$ cat config.mk
export PLATFORM = sky130hd
export DESIGN_NAME = mem_arbiter
export DESIGN_NICKNAME = d
export VERILOG_FILES = /design/src/rtl/mem_arbiter.sv
export SDC_FILE = /design/constraint.sdc
export NUM_CORES = 1
export LEC_CHECK = 0
export CORE_AREA = 2 2 164 166
export DETAILED_ROUTE_END_ITERATION = 8
export DIE_AREA = 0 0 166 168
export PLACE_DENSITY = 0.78
export RECOVER_POWER = 25
export SLEW_MARGIN = 15
export SYNTH_ARGS = -nofsm -noshare
export SYNTH_HDL_FRONTEND = slang
export SYNTH_SLANG_ARGS = --single-unit
$ cat constraint.sdc
create_clock -name clk -period 1.9 [get_ports clk]
set_input_delay 0.38 -clock clk [delete_from_list [all_inputs] [get_ports clk]]
set_output_delay 0.38 -clock clk [all_outputs]
set_load 0.01 [all_outputs]
$ cat src/rtl/mem_arbiter.sv
// mem_arbiter: serialises two requesters onto a single-ported data memory.
// One access in flight at a time: IDLE -> ISSUE -> (write) IDLE | (read) WAIT -> IDLE.
// Optional macro ARB_ROUND_ROBIN_EN: on simultaneous requests the port not granted
// last wins; otherwise port 0 has fixed priority.
module mem_arbiter #(
  parameter int AW     = 8,
  parameter int DW     = 64,
  parameter int RD_LAT = 1
) (
  input  logic          clk,
  input  logic          reset,
  input  logic          m0_req,
  input  logic [1:0]    m0_we,
  input  logic [AW-1:0] m0_addr,
  input  logic [DW-1:0] m0_wdata,
  output logic          m0_gnt,
  output logic          m0_rvalid,
  output logic [DW-1:0] m0_rdata,
  input  logic          m1_req,
  input  logic [1:0]    m1_we,
  input  logic [AW-1:0] m1_addr,
  input  logic [DW-1:0] m1_wdata,
  output logic          m1_gnt,
  output logic          m1_rvalid,
  output logic [DW-1:0] m1_rdata,
  output logic          mem_en,
  output logic [1:0]    mem_we,
  output logic [AW-1:0] mem_addr,
  output logic [DW-1:0] mem_wdata,
  input  logic [DW-1:0] mem_rdata,
  output logic          busy
);

  localparam int CW = (RD_LAT > 1) ? $clog2(RD_LAT) : 1;

  typedef enum logic [1:0] {S_IDLE, S_ISSUE, S_WAIT} state_t;

  state_t          state_q, state_d;
  logic [1:0]      we_q, we_d;
  logic [AW-1:0]   addr_q, addr_d;
  logic [DW-1:0]   wdata_q, wdata_d;
  logic            port_q, port_d;      // 0: port 0 owns the access, 1: port 1
  logic [CW-1:0]   cnt_q, cnt_d;
  logic            rvalid0_q, rvalid0_d;
  logic            rvalid1_q, rvalid1_d;
  logic [DW-1:0]   rdata0_q, rdata0_d;
  logic [DW-1:0]   rdata1_q, rdata1_d;
  logic            win;
`ifdef ARB_ROUND_ROBIN_EN
  logic            last_q, last_d;
`endif

  // Pick the winning port; only consulted when at least one port requests.
  always_comb begin
`ifdef ARB_ROUND_ROBIN_EN
    if (m0_req && m1_req) win = ~last_q;
    else                  win = ~m0_req;
`else
    win = ~m0_req;
`endif
  end

  // Next-state and datapath update for the access sequencer.
  always_comb begin
    // NOTE: every signal gets a default first so no path leaves one unassigned (no latches).
    state_d   = state_q;
    we_d      = we_q;
    addr_d    = addr_q;
    wdata_d   = wdata_q;
    port_d    = port_q;
    cnt_d     = cnt_q;
    rvalid0_d = 1'b0;
    rvalid1_d = 1'b0;
    rdata0_d  = rdata0_q;
    rdata1_d  = rdata1_q;
`ifdef ARB_ROUND_ROBIN_EN
    last_d    = last_q;
`endif
    unique case (state_q)
      S_IDLE: begin
        if (m0_req || m1_req) begin
          port_d  = win;
          we_d    = win ? m1_we    : m0_we;
          addr_d  = win ? m1_addr  : m0_addr;
          wdata_d = win ? m1_wdata : m0_wdata;
`ifdef ARB_ROUND_ROBIN_EN
          last_d  = win;
`endif
          state_d = S_ISSUE;
        end
      end
      S_ISSUE: begin
        // Reserved code 11 is forwarded as-is and completes like a write.
        if (we_q == 2'b00) begin
          cnt_d   = CW'(RD_LAT - 1);
          state_d = S_WAIT;
        end else begin
          state_d = S_IDLE;
        end
      end
      S_WAIT: begin
        if (cnt_q == '0) begin
          if (port_q) begin
            rdata1_d  = mem_rdata;
            rvalid1_d = 1'b1;
          end else begin
            rdata0_d  = mem_rdata;
            rvalid0_d = 1'b1;
          end
          state_d = S_IDLE;
        end else begin
          cnt_d = cnt_q - 1'b1;
        end
      end
      default: state_d = S_IDLE;
    endcase
  end

  // State and datapath registers; reset abandons any in-flight access.
  always_ff @(posedge clk or negedge reset) begin
    if (!reset) begin
      state_q   <= S_IDLE;
      we_q      <= '0;
      addr_q    <= '0;
      wdata_q   <= '0;
      port_q    <= 1'b0;
      cnt_q     <= '0;
      rvalid0_q <= 1'b0;
      rvalid1_q <= 1'b0;
      rdata0_q  <= '0;
      rdata1_q  <= '0;
`ifdef ARB_ROUND_ROBIN_EN
      last_q    <= 1'b1;  // port 0 wins the first collision
`endif
    end else begin
      // NOTE: non-blocking assignments so every flop samples pre-edge values.
      state_q   <= state_d;
      we_q      <= we_d;
      addr_q    <= addr_d;
      wdata_q   <= wdata_d;
      port_q    <= port_d;
      cnt_q     <= cnt_d;
      rvalid0_q <= rvalid0_d;
      rvalid1_q <= rvalid1_d;
      rdata0_q  <= rdata0_d;
      rdata1_q  <= rdata1_d;
`ifdef ARB_ROUND_ROBIN_EN
      last_q    <= last_d;
`endif
    end
  end

  // Memory strobes exist only in ISSUE; address and data hold the latched command.
  assign mem_en    = (state_q == S_ISSUE);
  assign mem_we    = mem_en ? we_q : 2'b00;
  assign mem_addr  = addr_q;
  assign mem_wdata = wdata_q;
  assign m0_gnt    = mem_en & ~port_q;
  assign m1_gnt    = mem_en &  port_q;
  assign m0_rvalid = rvalid0_q;
  assign m1_rvalid = rvalid1_q;
  assign m0_rdata  = rdata0_q;
  assign m1_rdata  = rdata1_q;
  assign busy      = (state_q != S_IDLE);

endmodule
After elaboration in Yosys (flattened, before gate mapping)
Cells that the tools add are included.
- register bits after elaboration: 208
- output and inout port bits: 208
- input bits: 216
- word-level logic and storage cells: 48
- multiplexer cells: 17
- add/sub/neg operators: 1
- bitwise gates (word level): 5
- reductions and logical operators: 10
- equality and inequality tests: 5
- operators by type and width (operator ; count):
    2-to-1 mux 64 bit ; 1
    2-to-1 mux 2 bit ; 5
    2-to-1 mux 1 bit ; 8
    2-to-1 mux 8 bit ; 1
    case mux 2 bit (3 select lines) ; 1
    AND reduction 2 bit ; 3
    AND reduction 3 bit ; 2
    zero test 2 bit ; 2
    inequality test 2 bit (second input constant) ; 2
    nonzero test 2 bit ; 2
    inverter 1 bit ; 3
    bitwise AND 1 bit ; 2
    == test 2 x 1 -> 1 bit (second input constant) ; 1
    == test 2 bit (second input constant) ; 1
    inequality test 2 x 1 -> 1 bit (second input constant) ; 1
    case mux 1 bit (2 select lines) ; 1
    logical OR 1 bit ; 1
    subtractor 1 bit (second input constant) ; 1

Logic depth before layout (Yosys ltp)
- depth in word-level cells: 3
- depth in mapped cells: 5
- gate-level depth less buffers: 3

Worst setup path before layout
OpenSTA, ideal clock, no wires.
- kind: flip-flop to flip-flop
- start: register state_q[1]
- end: register addr_q[0], in the netlist mem_addr[0]
- arrival: 1.304 ns
- path buffers: 2
- cell stages (with the launch flop): 6
- setup time: 0.125 ns
- required time: 1.775 ns
- period minus slack after synthesis: 1.429 ns
- path slack: 0.471 ns
- cells stage by stage: dfrtp_1 > nor2_2 > o21a_2 > buf_6 > buf_8 > mux2_4
- longest elaborated chain between the ends: 2
- RTL lines (element ; RTL line ; RTL):
    start: declaration ; 38 ; state_t state_q, state_d;
    start signal: assignment ; 137 ; state_q <= state_d;
    zero test 2 bit ; 79 ; unique case (state_q)
    AND reduction 2 bit (no line) ; - ;
    end signal: assignment ; 139 ; addr_q <= addr_d;
    end: declaration ; 40 ; logic [AW-1:0] addr_q, addr_d;
Every way passes these cells.
A chain may end at the register's enable or synchronous reset.

Worst setup path in the final report
- start: register state_q[0]
- end: output port mem_we[0]
- longest elaborated chain between the ends: 2
- RTL lines (element ; RTL line ; RTL):
    == test 2 x 1 -> 1 bit ; 154 ; assign mem_en = (state_q == S_ISSUE);
    2-to-1 mux 2 bit ; 155 ; assign mem_we = mem_en ? we_q : 2'b00;
    end: declaration ; 27 ; output logic [1:0] mem_we,
Every way passes these cells.

==> reports/qor.yml <==
drt:
  dr.pass1.iters: 4
  drcViolationCount: 0
  top_layer: "met4"
  drt_wl_total_um: 24730
  wl_met1_um: 9462
  routedWlPerCell_um: 18.55
  viasPerCell: 4.624
  drtAntennaViolNets: 0
  met3_length_um: 1836
  dr_wl_met2_um: 12570
  vias: 6164
  drt_iter0_drc: 248
synthesis:
  yosysMostFrequentCell: "dfrtp_1"
  yosysSeqAreaShare_pct: 58.39
  netlist.area_leader.share_pct: 58.39
  async_flop_share_pct: 100.0
  syn-num-nets: 744
  synth_area_leaders: "dfrtp_1 (58%), mux2_2 (16%), mux2_1 (12%)"
  netlist_area_sq_um: 8871
  synth.distinct_cells: 18
  synth-edff-count: 0
  synthFlopType: "dfrtp_1"
  yosysWarnings: 0
  synth_largest_area_cell: "dfrtp_1"
  ys_ff_latch: 207
  syn_avg_cell_area_sq_um: 16.80
  syn_inst: 528
  ys_top_cells_by_count: "dfrtp_1 (207), mux2_2 (129), mux2_1 (98)"
die:
  coreArea_sq_um: 26350
  fp.dieH_um: 168
  die_width_um: 166
  ioPinCount: 424
  num_rows: 60
  start_util_pct: 33.67
  die_area_sq_um: 27890
finish:
  antenna_cells: 0
  syn_to_final_growth_pct: 62.19
  multi_input_comb_area_sq_um: 3401
  final_util_pct: 54.60
  regArea_sq_um: 5180
  layout-drive-gt1-share_pct: 25.71
  nFillCells: 2147
  final_nets: 1193
worst_hold_path:
  hp-start: "m0_req"
  min_path_type: "input port to flip-flop"
  min_to: "port_q"
  holdPathStages: 3
placement:
  gp_congestion: 0.7761
  port_buffers: 423
  dp_hpwl_um: 18440
sta:
  post-route-period-util_pct: 97.64
  worst_slew_pin_slew_ns: 1.236
  fmax_mhz: 539.0
  relSlewSlack_pct: 17.63
  hold_violations: 0
  fin_crit_ns: 1.855
  fin_setup_tns_ns: 0
  skew_ns: 0.01595
  fin_hold_ws_ns: 0.4311
  grt_setup_unrepaired: "true"
  slew_viol_final: 0
  finalSetupViolCount: 0
clock_tree:
  clock-root-buffer: "clkbuf_16"
  cts_num_sinks: 207
  cts_buffer_depth: 3
  cts_tree: "done"
  cts-buffers-inserted: 23
  htreeDepth: 1
  clock_latency_ns: 0.51
  clkTransAtPathRegs_ns: 0.06
worst_setup_path:
  r2r-end: "mem_addr[0]"
  critical_path.max_fanout: 3
  cp_data_arrival_time_ns: 1.48
  start_kind: "flip-flop"
  crit_path_end_kind: "output pin"
  r2r_cells: 6
  r2r-start: "state_q[0]"
  cp.required_ns: 1.52
  rrSetupSlack_ns: 0.18
  crit_type: "flip-flop to output pin"
global_route:
  grt_pass1_vias: 6838
  track_usage_pct: 17.62
  grt_max_degree: 66
  grt_pass1_wl_um: 39190
  grt_antenna_before_repair: 0
  gr-total-overflow: 0
power:
  powerDensity_nw_per_um2: 1601
  max-vdd-ir-drop_v: 0.0008773
  power_mw: 23.04
  p_leak_nw: 6.040
status:
  status: "finished clean"
flow_run:
  drv_cap: 0
==> cells by family (layout without fill, tap and decap cells) <==
family	Yosys count	in the layout	share of synthesized area (%)
multiplexers	276	276	37.11
flip-flops	207	207	58.39
buffers and inverters	33	497	3.611
AND/OR/NAND/NOR	9	9	0.6770
AO/OA/AOI/OAI	3	3	0.2116
==> power breakdown <==
part,internal [mW],switching [mW]
Combinational,6.87,3.86
Sequential,6.64,1.26
Clock,2.65,1.75
==> state kept, by name (all words and copies together), names as in the netlist <==
name / count
m1_rdata: 64
mem_addr: 8
we_q: 2
m0_rdata: 64
mem_wdata: 64
port_q: 1
m0_rvalid: 1
state_q: 2
m1_rvalid: 1
==> worst max-delay path by stage <==
| stage | to | slack [ns] | start | cells after the start |
|---|---|---|---|---|
| finish | mem_we[0] | 0.04 | state_q[0] | 5 |
| global route | mem_we[0] | -0.005 | state_q[1] | 5 |
| CTS | m1_gnt | -0.04 | state_q[1] | 4 |
| detailed placement | m1_gnt | 0.02 | state_q[0] | 4 |
| global placement | m1_gnt | 0.04 | state_q[1] | 4 |
| floorplan | mem_addr[0] | 0.47 | state_q[1] | 5 |
==> layout by cell type (no fill, tap or decap), types with 2 or more instances in the layout <==
cell and count:
mux2_1 98, clkbuf_4 2, clkbuf_1 6, clkinvlp_4 3
mux2_2 129, dfrtp_1 207, clkdlybuf4s15_1 2, inv_1 2
clkbuf_16 23, and2_4 2, buf_12 13, buf_2 4
buf_6 2, bufinv_16 2, buf_4 14, mux2_4 49
clkdlybuf4s50_1 414, a21oi_1 2, clkbuf_8 4, clkinv_2 2
==> per-stage QoR <==
stage	cell area [sq um]	setup slack, ns	cells
final	14390	0.04485	1333
after global routing	14390	-0.005125	1333
after CTS	14390	-0.04208	1333
after detailed placement	13590	0.02177	1288
after global placement	13590	0.03562	1288
after floorplan	8871	0.4708	528
==> timing repair <==
item | 4_1_cts | 5_1_grt
hold buffers | 1 | 0
resized for setup | 23 | 6
setup endpoints to repair | 7 | 3
setup buffers | 4 | 0
hold endpoints to repair | 41 | 0
pin swaps | 1 | 0
==> critical path, stage by stage (launching register included) <==
cell and delay (ns):
dfrtp_1 0.42, nand2b_4 0.10, inv_4 0.05, buf_12 0.12, and2_1 0.14, buf_2 0.14
==> layer usage <==
layer / up-vias / track usage, %
met2: 291 / 31.61
met3: 53 / 5.031
met5: - / 0
met4: 0 / 5.671
li1: 2777 / -
met1: 3043 / 20.32
==> final cells by class <==
| type | instances | share of cell area, % |
|---|---|---|
| well taps | 341 | 2.965 |
| repair buffers | 454 | 32.12 |
| clock buffers | 33 | 4.540 |
| flip-flops and latches | 207 | 36.00 |
| multi-input cells | 288 | 23.64 |
| clock inverters | 7 | 0.6435 |
| inverters | 3 | 0.09566 |
No activity file was read; power rests on OpenSTA's default activity.
